### src/rtl/instr_encoder.sv
// RV32IM instruction word assembler with LI expansion and an output word queue.
// Optional M-extension encoding is enabled by defining INSTR_ENC_MEXT_EN.
module instr_encoder #(
    parameter int FIFO_DEPTH = 4
) (
    input  logic                          clk,
    input  logic                          rst,
    input  logic                          req_valid,
    output logic                          req_ready,
    input  logic [3:0]                    req_kind,
    input  logic [3:0]                    req_op,
    input  logic [4:0]                    req_rd,
    input  logic [4:0]                    req_rs1,
    input  logic [4:0]                    req_rs2,
    input  logic [31:0]                   req_imm,
    output logic                          instr_valid,
    input  logic                          instr_ready,
    output logic [31:0]                   instr,
    output logic                          err,
    output logic [$clog2(FIFO_DEPTH):0]   fifo_count
);

    localparam int AW = $clog2(FIFO_DEPTH);
    localparam int CW = AW + 1;
    localparam logic [CW-1:0] DEPTH_C = CW'(FIFO_DEPTH);

    localparam logic [6:0] OP_R      = 7'h33;
    localparam logic [6:0] OP_I      = 7'h13;
    localparam logic [6:0] OP_LOAD   = 7'h03;
    localparam logic [6:0] OP_STORE  = 7'h23;
    localparam logic [6:0] OP_BRANCH = 7'h63;
    localparam logic [6:0] OP_LUI    = 7'h37;
    localparam logic [6:0] OP_AUIPC  = 7'h17;
    localparam logic [6:0] OP_JAL    = 7'h6F;
    localparam logic [6:0] OP_JALR   = 7'h67;
    localparam logic [6:0] OP_SYSTEM = 7'h73;
    localparam logic [6:0] F7_ZERO   = 7'b0000000;
    localparam logic [6:0] F7_ALT    = 7'b0100000;
`ifdef INSTR_ENC_MEXT_EN
    localparam logic [6:0] F7_MULDIV = 7'b0000001;
`endif
    localparam logic [31:0] MRET_WORD = 32'h3020_0073;

    typedef enum logic [0:0] {
        ST_IDLE   = 1'b0,
        ST_EXPAND = 1'b1
    } state_t;

    state_t            state_r, state_nxt_s;
    logic [31:0]       pend_r;
    logic              err_r;
    logic [31:0]       mem_r [FIFO_DEPTH];
    logic [AW-1:0]     wr_ptr_r, rd_ptr_r;
    logic [CW-1:0]     count_r;

    logic [2:0]        f3_s;
    logic              alt_s;
    logic              simm12_s, simm13_s, simm21_s, uimm5_s, uimm12_s;
    logic [19:0]       li_hi_s;
    logic [31:0]       word0_s, word1_s, push_word_s;
    logic              two_words_s, illegal_s;
    logic              has_space_s, accept_s, push_s, pop_s, latch_s;

    assign f3_s     = req_op[2:0];
    assign alt_s    = req_op[3];
    assign simm12_s = (req_imm[31:11] == {21{req_imm[11]}});
    assign simm13_s = (req_imm[31:12] == {20{req_imm[12]}});
    assign simm21_s = (req_imm[31:20] == {12{req_imm[20]}});
    assign uimm5_s  = (req_imm[31:5] == 27'd0);
    assign uimm12_s = (req_imm[31:12] == 20'd0);
    // Rounding by bit 11 compensates for ADDI sign-extending the low part.
    assign li_hi_s  = req_imm[31:12] + {19'd0, req_imm[11]};

    assign has_space_s = (count_r < DEPTH_C);
    assign req_ready   = !rst && (state_r == ST_IDLE) && has_space_s;
    assign accept_s    = req_valid && req_ready;
    assign instr_valid = (count_r != {CW{1'b0}});
    assign pop_s       = instr_valid && instr_ready;
    assign instr       = instr_valid ? mem_r[rd_ptr_r] : 32'd0;
    assign fifo_count  = count_r;
    assign err         = err_r;

    // Field assembly and legality check for the current request.
    always_comb begin
        word0_s     = 32'd0;
        word1_s     = 32'd0;
        two_words_s = 1'b0;
        illegal_s   = 1'b0;
        case (req_kind)
            4'd0: begin
                word0_s   = {(alt_s ? F7_ALT : F7_ZERO), req_rs2, req_rs1, f3_s, req_rd, OP_R};
                illegal_s = alt_s && !((f3_s == 3'b000) || (f3_s == 3'b101));
            end
`ifdef INSTR_ENC_MEXT_EN
            4'd1: begin
                word0_s   = {F7_MULDIV, req_rs2, req_rs1, f3_s, req_rd, OP_R};
                illegal_s = alt_s;
            end
`else
            4'd1: illegal_s = 1'b1;
`endif
            4'd2: begin
                word0_s   = {req_imm[11:0], req_rs1, f3_s, req_rd, OP_I};
                illegal_s = alt_s || !simm12_s;
            end
            4'd3: begin
                word0_s   = {(alt_s ? F7_ALT : F7_ZERO), req_imm[4:0], req_rs1, f3_s, req_rd, OP_I};
                illegal_s = !uimm5_s || !((f3_s == 3'b001) || (f3_s == 3'b101))
                            || (alt_s && (f3_s != 3'b101));
            end
            4'd4: begin
                word0_s   = {req_imm[11:0], req_rs1, f3_s, req_rd, OP_LOAD};
                illegal_s = alt_s || !simm12_s;
            end
            4'd5: begin
                word0_s   = {req_imm[11:5], req_rs2, req_rs1, f3_s, req_imm[4:0], OP_STORE};
                illegal_s = alt_s || !simm12_s;
            end
            4'd6: begin
                word0_s   = {req_imm[12], req_imm[10:5], req_rs2, req_rs1, f3_s,
                             req_imm[4:1], req_imm[11], OP_BRANCH};
                illegal_s = alt_s || !simm13_s || req_imm[0]
                            || (f3_s == 3'b010) || (f3_s == 3'b011);
            end
            4'd7: begin
                word0_s   = {req_imm[31:12], req_rd, OP_LUI};
                illegal_s = alt_s || (req_imm[11:0] != 12'd0);
            end
            4'd8: begin
                word0_s   = {req_imm[31:12], req_rd, OP_AUIPC};
                illegal_s = alt_s || (req_imm[11:0] != 12'd0);
            end
            4'd9: begin
                word0_s   = {req_imm[20], req_imm[10:1], req_imm[11], req_imm[19:12], req_rd, OP_JAL};
                illegal_s = alt_s || !simm21_s || req_imm[0];
            end
            4'd10: begin
                word0_s   = {req_imm[11:0], req_rs1, 3'b000, req_rd, OP_JALR};
                illegal_s = alt_s || !simm12_s;
            end
            4'd11: begin
                word0_s   = {req_imm[11:0], req_rs1, 3'b001, req_rd, OP_SYSTEM};
                illegal_s = alt_s || !uimm12_s;
            end
            4'd12: begin
                word0_s   = MRET_WORD;
                illegal_s = 1'b0;
            end
            4'd13: begin
                illegal_s = alt_s;
                word1_s   = {req_imm[11:0], req_rd, 3'b000, req_rd, OP_I};
                if (simm12_s) begin
                    word0_s     = {req_imm[11:0], 5'd0, 3'b000, req_rd, OP_I};
                    two_words_s = 1'b0;
                end else begin
                    word0_s     = {li_hi_s, req_rd, OP_LUI};
                    two_words_s = (req_imm[11:0] != 12'd0);
                end
            end
            default: illegal_s = 1'b1;
        endcase
    end

    // Next-state and queue-write decisions.
    always_comb begin
        state_nxt_s = state_r;
        push_s      = 1'b0;
        push_word_s = word0_s;
        latch_s     = 1'b0;
        case (state_r)
            ST_IDLE: begin
                if (accept_s && !illegal_s) begin
                    push_s = 1'b1;
                    if (two_words_s) begin
                        latch_s     = 1'b1;
                        state_nxt_s = ST_EXPAND;
                    end else begin
                        state_nxt_s = ST_IDLE;
                    end
                end else begin
                    state_nxt_s = ST_IDLE;
                end
            end
            ST_EXPAND: begin
                push_word_s = pend_r;
                if (has_space_s) begin
                    push_s      = 1'b1;
                    state_nxt_s = ST_IDLE;
                end else begin
                    state_nxt_s = ST_EXPAND;
                end
            end
            default: state_nxt_s = ST_IDLE;
        endcase
    end

    // Control state, pending LI word and error pulse.
    always_ff @(posedge clk) begin
        if (rst) begin
            state_r <= ST_IDLE;
            pend_r  <= 32'd0;
            err_r   <= 1'b0;
        end else begin
            state_r <= state_nxt_s;
            err_r   <= accept_s && illegal_s;
            if (latch_s) begin
                pend_r <= word1_s;
            end
        end
    end

    // Queue pointers and occupancy.
    always_ff @(posedge clk) begin
        if (rst) begin
            wr_ptr_r <= {AW{1'b0}};
            rd_ptr_r <= {AW{1'b0}};
            count_r  <= {CW{1'b0}};
        end else begin
            if (push_s) begin
                wr_ptr_r <= wr_ptr_r + {{(AW-1){1'b0}}, 1'b1};
            end
            if (pop_s) begin
                rd_ptr_r <= rd_ptr_r + {{(AW-1){1'b0}}, 1'b1};
            end
            case ({push_s, pop_s})
                2'b10:   count_r <= count_r + {{(CW-1){1'b0}}, 1'b1};
                2'b01:   count_r <= count_r - {{(CW-1){1'b0}}, 1'b1};
                default: count_r <= count_r;
            endcase
        end
    end

    // Queue storage; contents are only visible while occupied.
    always_ff @(posedge clk) begin
        if (push_s && !rst) begin
            mem_r[wr_ptr_r] <= push_word_s;
        end
    end

endmodule

### config.mk
export PLATFORM = sky130hd
export DESIGN_NAME = instr_encoder
export DESIGN_NICKNAME = d
export VERILOG_FILES = /design/src/rtl/instr_encoder.sv
export SDC_FILE = /design/constraint.sdc
export NUM_CORES = 1
export LEC_CHECK = 0
export ABC_CLOCK_PERIOD_IN_PS = 8700
export CELL_PAD_IN_SITES_DETAIL_PLACEMENT = 1
export CELL_PAD_IN_SITES_GLOBAL_PLACEMENT = 1
export CORE_UTILIZATION = 49
export CTS_CLUSTER_SIZE = 24
export DETAILED_ROUTE_END_ITERATION = 8
export PLACE_DENSITY = 0.94
export SYNTH_ARGS = -nofsm -noshare
export SYNTH_HDL_FRONTEND = slang
export SYNTH_SLANG_ARGS = --single-unit
### constraint.sdc
create_clock -name clk -period 8.7 [get_ports clk]
set_input_delay 1.305 -clock clk [delete_from_list [all_inputs] [get_ports clk]]
set_output_delay 1.305 -clock clk [all_outputs]
set_load 0.02 [all_outputs]
==> results of run 1 <==
layout make-up:
type | count | share of cell area
Multi-Input combinational cell | 507 | 0.371
Clock buffer | 18 | 0.0430
Tap cell | 220 | 0.0276
Sequential cell | 153 | 0.432
Inverter | 20 | 0.00753
Timing Repair Buffer | 111 | 0.108
Clock inverter | 14 | 0.0114
worst min-delay path, stage by stage (launching register included):
cell      delay, ns
dfxtp_1        0.32
nand2b_1       0.07
a21oi_1        0.06
flip-flops by register name, summed over array words and instances, names as in the netlist, named ones only:
name and cells:
err 1, fifo_count 3, mem_r 124, pend_r 18, rd_ptr_r 2, state_r 1
wr_ptr_r 2
Yosys cell counts, types with 3 or more instances:
cell type,count,area (µm²)
a211oi_1,4,30.0
a21oi_1,47,235
a221o_1,3,30.0
a221oi_1,11,96.3
a22o_1,9,78.8
a22oi_1,21,158
a31oi_1,5,31.3
and2_1,35,219
and3_1,10,62.6
buf_1,6,22.5
buf_2,3,15.0
clkbuf_1,48,180
dfxtp_1,29,581
edfxtp_1,124,3720
ha_1,11,138
inv_1,20,75.1
mux2i_1,7,70.1
mux4_2,31,698
nand2_1,47,176
nand2b_1,24,150
nand3_1,39,195
nand4_1,9,56.3
nor2_1,48,180
nor2b_1,6,37.5
nor3_1,9,45.0
nor3b_1,4,30.0
nor4_1,8,50.1
o211ai_1,4,30.0
o21a_1,3,22.5
o21ai_0,24,120
o21ai_1,16,80.1
o22ai_1,9,56.3
xnor2_1,9,78.8
xor2_1,11,96.3
cell usage in the layout (no fill, tap or decap), types with 5 or more instances in the layout:
| master | netlist | final |
|---|---|---|
| mux2i_1 | 7 | 7 |
| xnor2_1 | 9 | 9 |
| nand4_1 | 9 | 9 |
| a22oi_1 | 21 | 21 |
| nor3_1 | 9 | 9 |
| ha_1 | 11 | 11 |
| clkbuf_16 | 0 | 17 |
| o21ai_0 | 24 | 24 |
| and2_1 | 35 | 35 |
| xor2_1 | 11 | 11 |
| nor2b_1 | 6 | 6 |
| o21ai_1 | 16 | 16 |
| a22o_1 | 9 | 9 |
| nor4_1 | 8 | 8 |
| nand2_1 | 47 | 47 |
| a31oi_1 | 5 | 5 |
| dfxtp_1 | 29 | 28 |
| o22ai_1 | 9 | 9 |
| edfxtp_1 | 124 | 124 |
| a21oi_1 | 47 | 47 |
| clkdlybuf4s50_1 | 0 | 96 |
| nand2b_1 | 24 | 24 |
| nor2_1 | 48 | 48 |
| inv_1 | 20 | 20 |
| and3_1 | 10 | 10 |
| mux4_2 | 31 | 31 |
| nand3_1 | 39 | 39 |
| buf_4 | 1 | 15 |
| a221oi_1 | 11 | 11 |
cells by family (layout without fill, tap and decap cells):
group,Yosys count,count (layout)
adders and majority gates,12,12
and+or+nand+nor,251,251
muxes,40,40
AOI/OAI and AO/OA,184,184
xor gates and xnor gates,20,20
DFF,153,153
buffers and inverters,78,163
through the flow:
| stage | std cells | instance area, µm² | hold WS (ns) |
|---|---|---|---|
| after floorplan | 738 | 8280 | 0.446 |
| after global placement | 1011 | 9430 | 0.454 |
| after detailed placement | 1011 | 9430 | 0.464 |
| after CTS | 1043 | 9980 | 0.494 |
| after global routing | 1043 | 9980 | 0.525 |
| final | 1043 | 9980 | 0.495 |
per-layer routing:
metal | vias up | part of all wire
li1 | 2958 | -
met1 | 3452 | 0.41
met2 | 409 | 0.49
met3 | 70 | 0.071
met4 | 0 | 0.027
met5 | - | 0
power breakdown:
part / total [mW] / switching, mW / internal, mW / leakage (nW)
Combinational: 0.350 / 0.205 / 0.145 / 1.62
Sequential: 0.810 / 0.00365 / 0.806 / 1.37
Clock: 0.681 / 0.310 / 0.371 / 0.255
Total: 1.84 / 0.519 / 1.32 / 3.24
worst min path at each step:
stage                     from         end  slack (ns)  cells after the start
floorplan           pend_r[29]  pend_r[29]        0.45                      2
global placement    pend_r[16]  pend_r[16]        0.45                      2
detailed placement  pend_r[22]  pend_r[22]        0.46                      2
CTS                 pend_r[29]  pend_r[29]        0.49                      2
global route        pend_r[19]  pend_r[19]        0.53                      2
finish              pend_r[29]  pend_r[29]        0.50                      2
==> metrics.md, run 1 <==
| Metric | Value |
|---|---|
| Final Util | 0.604 |
| Fin crit share | 0.649 |
| Pre-Repair DR Iteration Count | 6 |
| Power Density | approximately 180 mW/mm² |
| Async SR Flop Fraction | 0 |
| Post-CTS Resized | 0 |
| Post-Syn Instances | about 740 |
| Total GRT Usage | 0.335 |
| Post-synthesis cell area | 0.00828 mm² |
| Fin crit period | ~5.7 ns |
| Mean Syn Cell Area | 11.2 µm² |
| Sum of negative setup slack | 0 ns |
| Crit path top cell by count | a21oi_1 |
| Crit path capture | fifo_count[2] |
| Clk slew on worst S/H paths | approximately 0.070 ns |
| Post-synthesis simple-gate area fraction | 0.157 |
| Remaining DRCs | 0 |
| Mux share of post-synthesis cell area | 0.0955 |
| Vias | 6889 |
| Slew headroom | 0.225 |
| Crit. path cell count | 13 |
| 1st-iter DRT viols | 714 |
| Post-layout net count | 881 |
| Layout area overhead | 20.5% |
| Reg2Reg Setup Slack | 5.50 ns |
| Post-CTS setup buffer count | 0 |
| Worst-margin pin slew | 1.16 ns |
| Worst r2r path cells | 9 |
| Synth Area in XOR/XNOR | 0.0212 |
| Crit-path max FO | 23 |
| Main combinational cell family by area after synthesis | simple AND/OR/NAND/NOR gates |
| Final setup violation count | 0 |
| Multi-input logic area | 0.00370 mm² |
| Reg2reg end | fifo_count[2] |
| Port bufs | 96 |
| H-tree depth | 4 |
| Number of synthesized flops with an enable pin | about 120 |
| Critical path class | primary input to register |
| Via density | 6.60 |
| IO Count | 97 |
| Share of layout cells above drive strength 1 | 0.109 |
| Sink Count | 153 |
| Sequential-to-total area share from yosys stat | 0.520 |
| Hpwl dp | 18.7 mm |
| RSZ-0062 raised after global routing | false |
| Post-synthesis adder-cell area fraction | 0.0190 |
| CP Launch Point | req_kind[1] |
| Power after layout | 1.84 mW |
| M3 GR Usage | 0.0519 |
| Crit-path slowest cell | clkdlybuf4s50_1 |
| Synth cell types | 67 |
| Initial Util | 0.501 |
| Max Cap Violations | 0 |
| Clk root buf | clkbuf_16 |
| CP required | between 9 and 10 ns |
| Final WL | 27.8 mm |
| Static Leak | approximately 3.2 nW |
| Initial antenna violation count | 0 |
| Post-Syn Nets | 809 |
| Met1 usage | 0.443 |
| CP Capture Type | register |
| Synth warn | 0 |
| Worst Slack Setup Final | 3.05 ns |
| # hold bufs at CTS | 0 |
| Fill count | 1716 |
| DRT antenna net count | 0 |
| Fmax | 177 MHz |
| Worst VDD drop | 0.136 mV |
| Min-delay worst type | register to register |
| Number of buffers created by CTS | 17 |
| Max Root-Sink Buffers | 2 |
| Top_reg_cell synth | edfxtp_1 |
| Max-slew violation count | 0 |
| Register area | roughly 0.0043 mm² |
| CP max stage delay | 1.05 ns |
| CTS tree | built |
| Die height | 132 µm |
| Synth Register Bits | 153 |
| Met2 Usage GRT | 0.562 |
| Gr busiest metal | met2 |
| Vias in the first global route | between 7000 and 8000 |
| Reg2Reg Launch Point | fifo_count[2] |
| GR Overflow Total | 0 |
| Synth Area in Compound Gates | 0.151 |
| Drt wl/cell | 26.7 µm |
| Cells along the critical path | clkdlybuf4s50_1 > and2_1 > a21oi_1 > o21a_1 > o31ai_1 > a2111oi_4 > a32oi_2 > ha_1 > inv_1 > fa_1 > xor2_1 > or3_1 > a21oi_1 |
| Fin. Hold Viols | 0 |
| Diodes inserted | 0 |
| Largest net degree at the start of global routing | 50 |
| Post-placement setup slack | 2.75 ns |
| Status | completed |
| CP Launch Type | primary input |
| Core Area | 0.0165 mm² |
| CP top delay family | compound AO/OA/AOI/OAI gates |
| First-pass GRT wire length | 43.9 mm |
| Arr. time, crit path | 5.99 ns |
| GP Congestion | 1.06 |
| Worst Skew | approximately 0.013 ns |
| CP Buf/Inv Count | 2 |
| Die Wd | 132 µm |
| Rows | 47 |
| Die ar. | approximately 0.017 mm² |
| Clk_lat worst skew | 0.42 ns |
Note: power is estimated with default switching activity, not from simulation.
==> inputs of run 2 (changes only) <==
==> config.mk (replaced) <==
export PLATFORM = sky130hd
export DESIGN_NAME = instr_encoder
export DESIGN_NICKNAME = d
export VERILOG_FILES = /design/src/rtl/instr_encoder.sv
export SDC_FILE = /design/constraint.sdc
export NUM_CORES = 1
export LEC_CHECK = 0
export ABC_CLOCK_PERIOD_IN_PS = 5900
export CELL_PAD_IN_SITES_DETAIL_PLACEMENT = 1
export CELL_PAD_IN_SITES_GLOBAL_PLACEMENT = 1
export CORE_UTILIZATION = 45
export CTS_CLUSTER_SIZE = 24
export DETAILED_ROUTE_END_ITERATION = 8
export PLACE_DENSITY = 0.88
export SYNTH_ARGS = -nofsm -noshare
export SYNTH_HDL_FRONTEND = slang
export SYNTH_SLANG_ARGS = --single-unit
==> constraint.sdc (replaced) <==
create_clock -name clk -period 5.9 [get_ports clk]
set_input_delay 0.885 -clock clk [delete_from_list [all_inputs] [get_ports clk]]
set_output_delay 0.885 -clock clk [all_outputs]
set_load 0.02 [all_outputs]
==> run 2 against run 1 <==
Against the previous run: power grew 52%; critical path depth increased by 1; global-route usage down 2.1 points; wire length increased by 2.2%; combinational power up 50%; core utilization shrank 4.3 points; flip-flop and latch count unchanged; first-iteration DRC count is 13% lower; sequential share of layout area shrank 0.52 points; final area up 1.2%; clock power rose by 60%; critical path type unchanged; critical endpoint unchanged; largest power group unchanged; highest routed layer unchanged.
==> metrics.md, run 2 (synthesis gave the netlist of run 1 again) <==
| Metric | Value |
|---|---|
| Status | completed |
| Final setup violation count | 0 (unchanged) |
| Fill count | 1848 (+7.7%) |
| GR Overflow Total | 0 (unchanged) |
| Worst r2r path cells | 9 (unchanged) |
| Post-CTS Resized | 0 (unchanged) |
| Clk root buf | clkbuf_16 |
| Max Root-Sink Buffers | 2 (unchanged) |
| Post-CTS setup buffer count | 0 (unchanged) |
| Static Leak | 3.31 nW (+2.2%) |
| # hold bufs at CTS | 0 (unchanged) |
| Max-slew violation count | 0 (unchanged) |
| Cells along the critical path | clkdlybuf4s50_1 > buf_4 > nand2b_1 > o32ai_1 > o211ai_1 > nand3_1 > a2111oi_4 > a32oi_2 > ha_1 > inv_1 > fa_1 > xor2_1 > or3_1 > a21oi_1 |
| Worst Skew | 0.0118 ns (-0.000753 ns) |
| GP Congestion | 1.01 (-4.5%) |
| Arr. time, crit path | 5.05 ns (-0.94 ns) |
| Clk slew on worst S/H paths | 0.07 ns (about the same) |
| Drt wl/cell | 26.8 µm (+0.35%) |
| Clk_lat worst skew | 0.42 ns (about the same) |
| Initial antenna violation count | 0 (unchanged) |
| Slew headroom | 0.257 (+0.0322) |
| Critical path class | primary input to register |
| Power Density | 278 mW/mm² (+50%) |
| Crit path capture | fifo_count[2] |
| CP Buf/Inv Count | 3 (+1) |
| Final Util | 0.560 (-0.0434) |
| Via density | 6.38 (-3.4%) |
| Layout area overhead | 22.0% |
| Rows | 49 (+4.3%) |
| First-pass GRT wire length | 42.7 mm (-2.7%) |
| Fin crit share | 0.796 |
| Largest net degree at the start of global routing | 36 (-28%) |
| Min-delay worst type | register to register |
| Crit. path cell count | 14 (+1) |
| Reg2reg end | fifo_count[2] |
| Post-layout net count | 891 (+1.1%) |
| Sum of negative setup slack | 0 ns (unchanged) |
| DRT antenna net count | 0 (unchanged) |
| CP max stage delay | 1.06 ns (about the same) |
| H-tree depth | 4 (unchanged) |
| Number of buffers created by CTS | 17 (unchanged) |
| Hpwl dp | 19.9 mm (+6.6%) |
| Share of layout cells above drive strength 1 | 0.121 (+0.0119) |
| Pre-Repair DR Iteration Count | 5 (-1) |
| 1st-iter DRT viols | 619 (-13%) |
| Worst Slack Setup Final | 1.20 ns (-1.85 ns) |
| Fin crit period | 4.70 ns |
| Fin. Hold Viols | 0 (unchanged) |
| CP Launch Point | req_kind[0] |
| Remaining DRCs | 0 (unchanged) |
| Hold path start | pend_r[29] |
| Final WL | 28.4 mm (+2.2%) |
| CP Launch Type | primary input |
| Max Cap Violations | 0 (unchanged) |
| Reg2Reg Launch Point | fifo_count[2] |
| Worst-margin pin slew | 1.11 ns (-0.0481 ns) |
| Worst VDD drop | 0.237 mV (+75%) |
| Final instance area | 0.0101 mm² (+1.2%) |
| Vias in the first global route | 7097 (-2.2%) |
| Most frequent cells in the layout | edfxtp_1, clkdlybuf4s50_1, nor2_1 |
| Core Area | 0.0180 mm² (+9.1%) |
| Crit-path slowest cell | clkdlybuf4s50_1 |
| Vias | 6775 (-1.7%) |
| Reg2Reg Setup Slack | 2.80 ns (-2.70 ns) |
| Post-placement setup slack | 0.811 ns (-1.94 ns) |
| Die ar. | 0.0189 mm² (+8.8%) |
| CTS tree | built |
| RSZ-0062 raised after global routing | false |
| CP Capture Type | register |
| Commonest non-fill, non-tap cell in the layout | edfxtp_1 |
| CP required | 6.25 ns (-2.79 ns) |
| Diodes inserted | 0 (unchanged) |
| Fmax | around 210 MHz |
| Die height | 138 µm (+4.3%) |
| CP top delay family | buffers and inverters |
| Crit-path max FO | 24 (+4.3%) |
| Placement Cell Area | 0.00952 mm² (+0.92%) |
| Sink Count | 153 (unchanged) |
| Top reg by flops | mem_r |
| Port bufs | 96 (unchanged) |
| Die Wd | 138 µm (+4.3%) |
| IO Count | 97 (unchanged) |
| Total GRT Usage | 0.314 (-0.0208) |
| Initial Util | 0.459 (-0.0417) |
| Largest register FFs | 124 (unchanged) |
[run 2: worst min-delay path by stage]
stage	slack, ns	cells after the start	endpoint
after floorplan	0.45	2	pend_r[29]
after global placement	0.45	2	pend_r[26]
after detailed placement	0.47	2	pend_r[27]
after CTS	0.48	2	pend_r[27]
after global routing	0.52	2	pend_r[29]
final	0.48	2	pend_r[29]
[run 2: final cells by class]
| class | count | area (µm²) | area share |
|---|---|---|---|
| timing repair buffer | 121 | 1150 | 0.114 |
| sequential | 153 | 4310 | 0.426 |
| multi-input combinational | 507 | 3700 | 0.367 |
| tap | 229 | 287 | 0.0284 |
| clock inverter | 14 | 150 | 0.0149 |
| clock buffer | 18 | 429 | 0.0425 |
| inverter | 20 | 75.1 | 0.00743 |
[run 2: per-stage QoR]
| step | total power [mW] | instances | hold WS, ns |
|---|---|---|---|
| final | 2.80 | 1062 | 0.485 |
| after CTS | 2.81 | 1062 | 0.481 |
| after global placement | 1.71 | 1030 | 0.454 |
| after detailed placement | 1.73 | 1030 | 0.469 |
| after global routing | 2.88 | 1062 | 0.517 |
| after floorplan | 1.51 | 738 | 0.446 |
[run 2: power by group]
part	internal [mW]	switching (mW)	leakage (nW)
clock network	0.599	0.486	0.276
logic	0.218	0.307	1.67
registers	1.19	0.00553	1.37
total	2.01	0.798	3.31
[run 2: layer usage]
metal / track usage / wire, µm / share of wire
met2: 0.510 / 13800 / 0.48
met4: 0.155 / 1180 / 0.041
met1: 0.403 / 11800 / 0.41
met5: 0 / 0 / 0
met3: 0.0567 / 1720 / 0.060
[run 2: tightest hold or removal path, delay by kind of cell (launching register included)]
kind	cells	cell delay [ns]
flops	1	0.32
compound gates	1	0.05
simple gates	1	0.07
==> inputs of run 3 (changes only) <==
--- a/config.mk
+++ b/config.mk
@@ -5,7 +5,7 @@
 export SDC_FILE = /design/constraint.sdc
 export NUM_CORES = 1
 export LEC_CHECK = 0
-export ABC_CLOCK_PERIOD_IN_PS = 5900
+export ABC_CLOCK_PERIOD_IN_PS = 4800
 export CELL_PAD_IN_SITES_DETAIL_PLACEMENT = 1
 export CELL_PAD_IN_SITES_GLOBAL_PLACEMENT = 1
 export CORE_UTILIZATION = 45
==> constraint.sdc (replaced) <==
create_clock -name clk -period 4.8 [get_ports clk]
set_input_delay 0.72 -clock clk [delete_from_list [all_inputs] [get_ports clk]]
set_output_delay 0.72 -clock clk [all_outputs]
set_load 0.02 [all_outputs]
==> run 3 against run 2 <==
Against the previous run: largest cell class unchanged; via count grew 0.18%; wire length shrank 2.5%; combinational power grew 20%; sequential share of layout area shrank 0.85 points; power grew 24%; critical endpoint unchanged; first-iteration DRC count shrank 10%.
==> metrics.md, run 3 (synthesis gave the netlist of run 1 again) <==
| Metric | Value |
|---|---|
| Status | completed |
| GP Congestion | 0.994 (-1.7%) |
| CTS tree | built |
| Register area | 0.00431 mm² (unchanged) |
| Layout area overhead | 24.5% |
| Diodes inserted | 0 (unchanged) |
| Share of layout cells above drive strength 1 | 0.135 (+0.0142) |
| Min-delay worst type | register to register |
| Rows | 49 (unchanged) |
| Fin crit share | 0.829 |
| Worst VDD drop | 0.366 mV (+54%) |
| IO Count | 97 (unchanged) |
| Static Leak | 3.41 nW (+3.0%) |
| # hold bufs at CTS | 0 (unchanged) |
| RSZ-0062 raised after global routing | false |
| Clk root buf | clkbuf_16 |
| Commonest non-fill, non-tap cell in the layout | edfxtp_1 |
| Vias | 6787 (+0.18%) |
| Fill count | 1879 (+1.7%) |
| Fmax | 251 MHz |
| Number of buffers created by CTS | 17 (unchanged) |
| Power Density | 338 mW/mm² (+22%) |
| Max Root-Sink Buffers | 2 (unchanged) |
| Sink Count | 153 (unchanged) |
| Top reg by flops | mem_r |
| Largest register FFs | 124 (unchanged) |
| Die Wd | 138 µm (unchanged) |
| Cells along the critical path | clkdlybuf4s50_1 > or4_1 > a211o_1 > a211oi_4 > nand2_2 > a2111oi_4 > a32oi_2 > ha_1 > inv_1 > fa_1 > xor2_1 > or3_1 > a21oi_1 |
| Post-CTS setup buffer count | 0 (unchanged) |
| CP required | 5.16 ns (-1.09 ns) |
| DRT antenna net count | 0 (unchanged) |
| Die ar. | 0.0189 mm² (unchanged) |
| First-pass GRT wire length | 41.5 mm (-2.9%) |
| Port bufs | 96 (unchanged) |
| Clk slew on worst S/H paths | 0.06 ns (about the same) |
| Max-slew violation count | 0 (unchanged) |
| H-tree depth | 4 (unchanged) |
| CP max stage delay | 0.58 ns (-0.48 ns) |
| Final WL | 27.7 mm (-2.5%) |
| Worst Skew | 0.00880 ns (-0.00295 ns) |
| Post-CTS Resized | 0 (unchanged) |
| CP Capture Type | register |
| Hold Slack | 0.476 ns (-0.00870 ns) |
| Worst-margin pin slew | 1.29 ns (+0.177 ns) |
| Hpwl dp | 19.9 mm (about the same) |
| Arr. time, crit path | 4.34 ns (-0.71 ns) |
| Drt wl/cell | 25.7 µm (-3.9%) |
| Sum of negative setup slack | 0 ns (unchanged) |
| GR Overflow Total | 0 (unchanged) |
| 1st-iter DRT viols | 555 (-10%) |
| Vias in the first global route | 7007 (-1.3%) |
| Fin. Hold Viols | 0 (unchanged) |
| Largest net degree at the start of global routing | 49 (+36%) |
| Post-layout net count | 907 (+1.8%) |
| Total GRT Usage | 0.304 (-0.0104) |
| Max Cap Violations | 0 (unchanged) |
| Pre-Repair DR Iteration Count | 5 (unchanged) |
| Most frequent cells in the layout | edfxtp_1, clkdlybuf4s50_1, nor2_1 |
| Via density | 6.30 (-1.3%) |
| Slew headroom | 0.138 (-0.118) |
| Clk_lat worst skew | 0.43 ns (about the same) |
| Critical path class | primary input to register |
| Crit-path slowest cell | clkdlybuf4s50_1 |
| Final setup violation count | 0 (unchanged) |
| Core Area | 0.0180 mm² (unchanged) |
| Fin crit period | 3.98 ns |
| Die height | 138 µm (unchanged) |
| CP Launch Type | primary input |
| Crit-path max FO | 9 (-63%) |
| Remaining DRCs | 0 (unchanged) |
| Initial antenna violation count | 0 (unchanged) |
| Multi-input logic area | 0.00370 mm² (unchanged) |
| Initial Util | 0.459 (unchanged) |
## run 3: through the flow
stage               total power [mW]  instance area (µm²)  utilization  std cells  setup WS (ns)
floorplan                       1.85                 8280            -        738         -0.683
global placement                2.11                 9700        0.538       1046          0.482
detailed placement              2.14                 9700        0.538       1046          0.428
CTS                             3.49                10300        0.572       1078          0.879
global route                    3.58                10300        0.572       1078          0.660
finish                          3.48                10300        0.572       1078          0.822
## run 3: per-layer routing
metal,GRT usage,share of wire
met4,0.104,0.024
met3,0.0489,0.050
met2,0.515,0.50
met1,0.392,0.42
met5,0,0
## run 3: path summary, 6_finish.rpt
check	start	endpoint	slack (ns)	cells after the start
min reg2reg	pend_r[29]	pend_r[29]	0.48	2
max reg2reg	fifo_count[0]	fifo_count[2]	1.60	9
min	pend_r[29]	pend_r[29]	0.48	2
max	req_imm[28]	fifo_count[2]	0.82	13
## run 3: cell type report
cell class	count	area share
clock buffers	19	0.0420
clock inverters	13	0.0164
inverters	20	0.00729
multi-input cells	507	0.359
flip-flops and latches	153	0.418
well taps	229	0.0278
repair buffers	137	0.129
## run 3: critical path: cells and delay by family
family	cells	cell delay, ns
AO/OA/AOI/OAI	5	1.44
XOR/XNOR	1	0.08
adder cells (fa/ha/maj)	2	0.44
buffers and inverters	2	0.66
AND/OR/NAND/NOR	3	1.01
## run 3: report_power, final
part           internal, mW  leakage [nW]  switching (mW)
logic                 0.275          1.76           0.354
registers              1.46          1.37          0.0273
clock network         0.823         0.283           0.539
total                  2.56          3.41           0.920
